$ cat src/rtl/ram_arbiter.sv
// ram_arbiter: two-master data RAM arbiter with bounded master 1 lock.
// Define RAM_ARB_RR_EN for round-robin contention in ARB; otherwise master 0 has fixed priority.
module ram_arbiter #(
    parameter int AW       = 32,
    parameter int LOCK_MAX = 16
) (
    input  logic          clk,
    input  logic          rst,
    input  logic          m0_req,
    input  logic [3:0]    m0_wen,
    input  logic [AW-1:0] m0_addr,
    input  logic [31:0]   m0_wdata,
    output logic          m0_gnt,
    output logic          m0_rvalid,
    output logic [31:0]   m0_rdata,
    input  logic          m1_req,
    input  logic [3:0]    m1_wen,
    input  logic [AW-1:0] m1_addr,
    input  logic [31:0]   m1_wdata,
    input  logic          m1_lock,
    output logic          m1_gnt,
    output logic          m1_rvalid,
    output logic [31:0]   m1_rdata,
    output logic [3:0]    ram_wen,
    output logic [AW-1:0] ram_w_addr,
    output logic [31:0]   ram_w_data,
    output logic          ram_ren,
    output logic [AW-1:0] ram_r_addr,
    input  logic [31:0]   ram_r_data
);
    typedef enum logic {ARB, LOCK1} state_t;
    state_t state, state_nx;
    logic [7:0] starve_cnt, starve_nx;
    logic [1:0] rtag;
    logic force_m0, m0_wins, any_gnt;
    logic [3:0] sel_wen;
    logic [AW-1:0] sel_addr;
`ifdef RAM_ARB_RR_EN
    logic last_m1;
    always_ff @(posedge clk or negedge rst) begin
        if (!rst) last_m1 <= 1'b1;
        else if (any_gnt) last_m1 <= m1_gnt;
    end
    assign m0_wins = last_m1;
`else
    assign m0_wins = 1'b1;
`endif
    always_comb begin
        force_m0   = state == LOCK1 && m0_req && starve_cnt == 8'(LOCK_MAX);
        m0_gnt     = state == ARB ? m0_req && (!m1_req || m0_wins) : force_m0;
        m1_gnt     = m1_req && !m0_gnt;
        any_gnt    = m0_gnt || m1_gnt;
        sel_wen    = m1_gnt ? m1_wen : m0_wen;
        sel_addr   = m1_gnt ? m1_addr : m0_addr;
        ram_wen    = any_gnt ? sel_wen : 4'd0;
        ram_ren    = any_gnt && sel_wen == 4'd0;
        ram_w_addr = sel_addr;
        ram_r_addr = sel_addr;
        ram_w_data = m1_gnt ? m1_wdata : m0_wdata;
        state_nx   = state == ARB ? ((m1_gnt && m1_lock) ? LOCK1 : ARB) : (m1_lock ? LOCK1 : ARB);
        // In LOCK1 a requesting master 0 that is not forced through is always denied
        starve_nx  = (state == ARB || !m1_lock || force_m0) ? 8'd0 : starve_cnt + {7'd0, m0_req};
        m0_rvalid  = rtag[0];
        m1_rvalid  = rtag[1];
        m0_rdata   = rtag[0] ? ram_r_data : 32'd0;
        m1_rdata   = rtag[1] ? ram_r_data : 32'd0;
    end
    always_ff @(posedge clk or negedge rst) begin
        if (!rst) begin
            state      <= ARB;
            starve_cnt <= 8'd0;
            rtag       <= 2'b00;
        end else begin
            state      <= state_nx;
            starve_cnt <= starve_nx;
            rtag       <= {m1_gnt && m1_wen == 4'd0, m0_gnt && m0_wen == 4'd0};
        end
    end
endmodule

$ cat config.mk
export PLATFORM = sky130hd
export DESIGN_NAME = ram_arbiter
export DESIGN_NICKNAME = d
export VERILOG_FILES = /design/src/rtl/ram_arbiter.sv
export SDC_FILE = /design/constraint.sdc
export NUM_CORES = 1
export LEC_CHECK = 0
export ABC_AREA = 1
export CORE_AREA = 2 2 133 135
export CTS_CLUSTER_SIZE = 30
export DETAILED_ROUTE_END_ITERATION = 10
export DIE_AREA = 0 0 135 137
export GPL_TIMING_DRIVEN = 1
export SETUP_SLACK_MARGIN = 0.3
export SYNTH_ARGS = -nofsm -noshare
export SYNTH_HDL_FRONTEND = slang
export SYNTH_SLANG_ARGS = --single-unit
$ cat constraint.sdc
create_clock -name clk -period 1.88 [get_ports clk]
set_input_delay 0.282 -clock clk [delete_from_list [all_inputs] [get_ports clk]]
set_output_delay 0.282 -clock clk [all_outputs]
set_load 0.01 [all_outputs]
==> results of run 1 <==
[cell usage in the layout, fill, tap and decap left out, drive strengths merged, types with 4 or more instances in the layout]
master,count
clkdlybuf4s50,171
inv,83
dfrtp,11
nand3,4
dlymetal6s2s,51
nor2,18
clkbuf,32
nand2,278
buf,179
[how the worst max path moves through the flow]
| stage | to | slack, ns | cells after the start |
|---|---|---|---|
| 2_1_floorplan | ram_w_addr[7] | 0.15 | 11 |
| 4_1_cts | ram_w_data[23] | -0.32 | 11 |
| 3_3_place_gp | ram_w_addr[17] | -0.73 | 9 |
| 5_1_grt | ram_ren | -0.34 | 12 |
| 6_report | ram_ren | -0.22 | 12 |
| 3_5_place_dp | ram_w_addr[0] | -0.74 | 9 |
[area by class of cell]
type / instances / area [µm²]
tap: 225 / 282
timing repair buffer: 430 / 4620
sequential: 11 / 278
inverter: 83 / 319
multi-input combinational: 318 / 1950
clock buffer: 4 / 78.8
fill: 1705 / 9530
[what timing repair did]
action,4_1_cts,5_1_grt
endpoints found under the setup margin,171,172
cloned,2,17
gates resized for setup,361,416
pin swaps,8,51
buffers inserted,6,32
[layer usage]
metal  vias up  track usage  wire length, µm  share of wire
li1       2064            -                -              -
met1      1841        0.144             6200           0.40
met2       190        0.227             7960           0.52
met3         9       0.0237             1150          0.074
met4         0       0.0226              138         0.0089
met5         -            0                0              0
[where the power goes]
part	switching (mW)	internal [mW]	leakage [nW]	total [mW]
clock	0.112	0.285	0.0382	0.397
sequential	0.00332	0.241	0.149	0.244
combinational	0.698	0.991	4.71	1.69
total	0.812	1.52	4.90	2.33
[critical path: cells and delay by family (launching register included)]
kind / cells / cell delay (ns)
buf+inv: 4 / 0.46
simple gates: 7 / 0.68
flops: 1 / 0.38
compound gates: 1 / 0.05
[cell families after synthesis]
group	count (synthesis)
flops	11
fa+ha+maj	2
buf+inv	135
xor+xnor	2
compound gates	6
simple gates	308
[stage by stage]
stage,setup TNS [ns],worst slack [ns],cell area [µm²]
2_1_floorplan,0,0.153,2460
3_3_place_gp,-68.65,-0.730,5970
3_5_place_dp,-67.97,-0.743,5970
4_1_cts,-22.41,-0.319,6000
5_1_grt,-24.37,-0.343,7520
6_report,-14.04,-0.216,7520
[state kept, by name, summed over array words and instances, names as in the netlist]
name,count
starve_cnt,8
state,1
rtag,2
==> reports/metrics.csv, run 1 <==
metric,value,unit
fin_util,0.441,
r2r-start,starve_cnt[4]$_DFF_PN0_,
wl_per_cell,14.4,µm
numClockSinks,11,
synth_edf_count,0,
slew_headroom,0.635,
fin_ws,-0.216,ns
overflow,0,
crit_slowest_cell,dfrtp_1,
hold_violations,0,
synth_cell_types,21,
wl,15400,µm
die_y,137,µm
cts_hold_buffers,0,
boundaryPins,342,
gp_congestion,0.751,
hp-class,primary input to asynchronous set/reset pin,
clock_skew,0.00123,ns
vias,4104,
synthTopCellsByArea,"nand2_1, inv_1, dfrtp_1",
rsz0062_at_grt,true,
totalPowerFinal,2.33,mW
avgSynthCellArea,4.84,µm²
maxCapViolCount,0,
finalSetupViolations,100,
max_stage_delay,0.38,ns
synthXorXnorAreaFrac,0.00780,
coreArea,17100,µm²
path_cells,inv_1 -> nand2_1 -> nor2_2 -> nand3_2 -> nand3_4 -> buf_6 -> buf_6 -> nand2_2 -> o21ai_2 -> nand2_1 -> nor2_2 -> buf_2,
drt-vias-per-instance,3.83,
drtPass1Iterations,4,
clockBufferDepth,2,
grt_use_total,0.121,
synth_nets,639,
path_max_fanout,6,
synth_top_cell_by_area,nand2_1,
clk_pin_slew_worst_paths,0.04,ns
synth_flop_cell,dfrtp_1,
synthSimpleGateAreaFrac,0.533,
startpoint,starve_cnt[7]$_DFF_PN0_,
holdWs,0.398,ns
drv_slew,0,
cts_buffers,3,
drive_gt1_frac,0.424,
grt_max_degree,34,
ir_drop,0.000216,V
grt_pass1_vias,3586,
synth_compound_area_frac,0.0151,
area_delta_synth_final,235,%
ff2ff_path_depth,10,
rows,48,
stdcell_count,1071,
antenna-diode-count,0,
portBuffers,341,
initial_core_util,0.132,
dp_hpwl,10100,µm
crit_arrival,1.81,ns
worstPathRequired,1.60,ns
synth.area.mux_share,0,
synth_fa_ha_area_frac,0.0111,
violations,setup timing,
fin_crit,2.10,ns
tritoncts,done,
drc,0,
synthCells,464,
antenna_found_initial,0,
critPathKind,register to output pin,
critical_path.startpoint_type,register,
first_iter_violations,109,
clock.fmax,477,MHz
h-tree-depth,1,
end_kind,output pin,
fin_crit_sh,1.11,
dp_cells,1010,
power.density,310,nW/µm²
cts-root-buf,clkbuf_16,
p_leak,4.90,nW
synth_top_family_by_area,simple AND/OR/NAND/NOR gates,
synth-seq-cells,11,
synth_top_cells_by_count,"nand2_1, inv_1, buf_4",
status,finished with violations,
ant_nets,0,
rr_endpoint,state$_DFF_PN0_,
ys_warn_count,0,
dieArea,18500,µm²
syn-cell-area,2240,µm²
layout.nets,1022,
die_w,135,µm
synth_top_area_frac,0.465,
clk_latency,0.24,ns
grt_pass1_wl,17900,µm
worst_pin_slew,0.546,ns
synth_seq_area_share,0.123,
synth_most_common_cell,nand2_1,
async_flop_share,1.00,
r2r_slack,0.22,ns
(Power assumes the default switching activity.)
==> run 2: changes to the inputs <==
--- a/config.mk
+++ b/config.mk
@@ -11,7 +11,9 @@
 export DETAILED_ROUTE_END_ITERATION = 10
 export DIE_AREA = 0 0 135 137
 export GPL_TIMING_DRIVEN = 1
+export PLACE_DENSITY = 0.56
 export SETUP_SLACK_MARGIN = 0.3
+export SKIP_LAST_GASP = 1
 export SYNTH_ARGS = -nofsm -noshare
 export SYNTH_HDL_FRONTEND = slang
 export SYNTH_SLANG_ARGS = --single-unit
==> run 2 against run 1 <==
  * The run still ends with setup timing left
  * Setup slack improved by 0.013 ns
  * Global-route usage rose by 2.1 points
  * Hold slack worse by 0.017 ns
  * Final area fell by 6.5%
  * Clock power fell by 3%
  * Utilization down 2.9 points
  * Via count shrank 3.2%
  * Combinational power decreased by 11%
  * Critical path depth shrank 1
  * Non-clock buffer count down 15
  * Largest power group unchanged
  * Highest routed layer unchanged
==> reports/metrics.csv, run 2 (synthesis results as in run 1) <==
metric,value,unit
post-route-cell-area,7030,µm²
coreArea,17100,µm²
fin_crit,2.08,ns
rsz0062_at_grt,true,
multiInputGateArea,1840,µm²
totalPowerFinal,2.14,mW
top_regs,"starve_cnt (8), rtag (2), state (1)",
antenna_found_initial,0,
dieArea,18500,µm²
seq_area,278,µm²
grt_max_degree,17,
critical_path.startpoint_type,register,
use_met1,0.173,
h-tree-depth,1,
gp_congestion,0.771,
dp_hpwl,10300,µm
slew_headroom,0.665,
vias,3973,
worstPathRequired,1.60,ns
regMostFlops,starve_cnt,
most-common-layout-cells,"clkdlybuf4s50_1, nand2_1, nand2_2, buf_6, buf_2",
path_max_fanout,10,
clk_pin_slew_worst_paths,0.04,ns
final_common_cell,clkdlybuf4s50_1,
drv_slew,0,
cts_buffers,3,
gr-usage-met2,0.256,
grt-busiest-layer,met2,
p_sw,745,µW
initial_core_util,0.132,
worst_pin_slew,0.501,ns
finalSetupViolations,101,
switching_share,0.348,
drt-vias-per-instance,3.76,
power.density,304,nW/µm²
startpoint,starve_cnt[1]$_DFF_PN0_,
place_area,5970,µm²
area_delta_synth_final,213,%
portBuffers,341,
maxCapViolCount,0,
clockBufferDepth,2,
critPathKind,register to output pin,
cts_hold_buffers,0,
first_iter_violations,115,
die_w,135,µm
cts-root-buf,clkbuf_16,
clock.fmax,480,MHz
status,finished with violations,
drc,0,
ir_drop,0.000229,V
end_kind,output pin,
numClockSinks,11,
clock_skew,0.00241,ns
r2r-start,starve_cnt[1]$_DFF_PN0_,
grt_pass1_vias,3820,
num-fill-cells,1797,
hold_violations,0,
boundaryPins,342,
largest_reg_flops,8,
grt_pass1_wl,20400,µm
die_y,137,µm
violations,setup timing,
wl_per_cell,14.5,µm
clockPowerShare,0.181,
hp-class,primary input to asynchronous set/reset pin,
fin_crit_sh,1.11,
clk_latency,0.24,ns
drtPass1Iterations,4,
layout.nets,1007,
r2r_slack,0.41,ns
antenna-diode-count,0,
drive_gt1_frac,0.478,
ant_nets,0,
combPwrFrac,0.705,
tritoncts,done,
crit_arrival,1.80,ns
rows,48,
overflow,0,
seqPwrFrac,0.114,
met3_usage,0.0293,
power.internal,1.39,mW
grt_use_total,0.142,
fin_ws,-0.202,ns
setup_tns,-11.63,ns
p_leak,3.94,nW
wl,15300,µm
run 2: layer usage:
layer  up-vias  wire [µm]
li1       2036          -
met1      1730       6300
met2       198       7680
met3         9       1180
met4         0        126
met5         -          0
run 2: final timing paths:
kind	endpoint	cells after the start
max	ram_w_data[16]	11
min	state$_DFF_PN0_	1
max reg2reg	starve_cnt[7]$_DFF_PN0_	9
min reg2reg	state$_DFF_PN0_	2
max in group asynchronous	rtag[0]$_DFF_PN0_	1
min in group clk	state$_DFF_PN0_	2
run 2: power by group through the flow:
stage / clock network (mW) / logic, mW / registers, mW
after CTS: 0.399 / 1.41 / 0.243
after global placement: 0 / 1.31 / 0.246
after floorplan: 0 / 0.537 / 0.247
after detailed placement: 0 / 1.30 / 0.246
final: 0.387 / 1.51 / 0.244
after global routing: 0.411 / 1.61 / 0.244
run 2: critical path, stage by stage (launching register included):
cell and delay, ns:
dfrtp_1 0.38, inv_2 0.07, nand2_2 0.05, nor2_2 0.10, nand3_2 0.11, nand3_4 0.11, buf_12 0.13, inv_8 0.06
bufbuf_16 0.28, nand2_1 0.07, nand2_2 0.05, buf_6 0.12
run 2: area by class of cell:
class                   count  share of cell area
clock buffers               4              0.0112
multi-input cells         318               0.262
flip-flops and latches     11              0.0395
inverters                  83              0.0454
repair buffers            415               0.602
well taps                 225              0.0400
run 2: repair_timing:
item | CTS | global route
gates cloned | 14 | 4
setup buffers | 18 | 4
resized for setup | 628 | 239
pin swaps | 31 | 31
setup endpoints to repair | 172 | 168
run 2: metrics by stage:
stage	setup WS, ns	hold WS [ns]	instances	utilization
floorplan	0.153	-0.0136	464	-
global placement	-0.731	0.566	1012	0.350
detailed placement	-0.739	0.560	1012	0.350
CTS	-0.224	0.393	1048	0.387
global route	-0.293	0.422	1056	0.412
finish	-0.202	0.381	1056	0.412
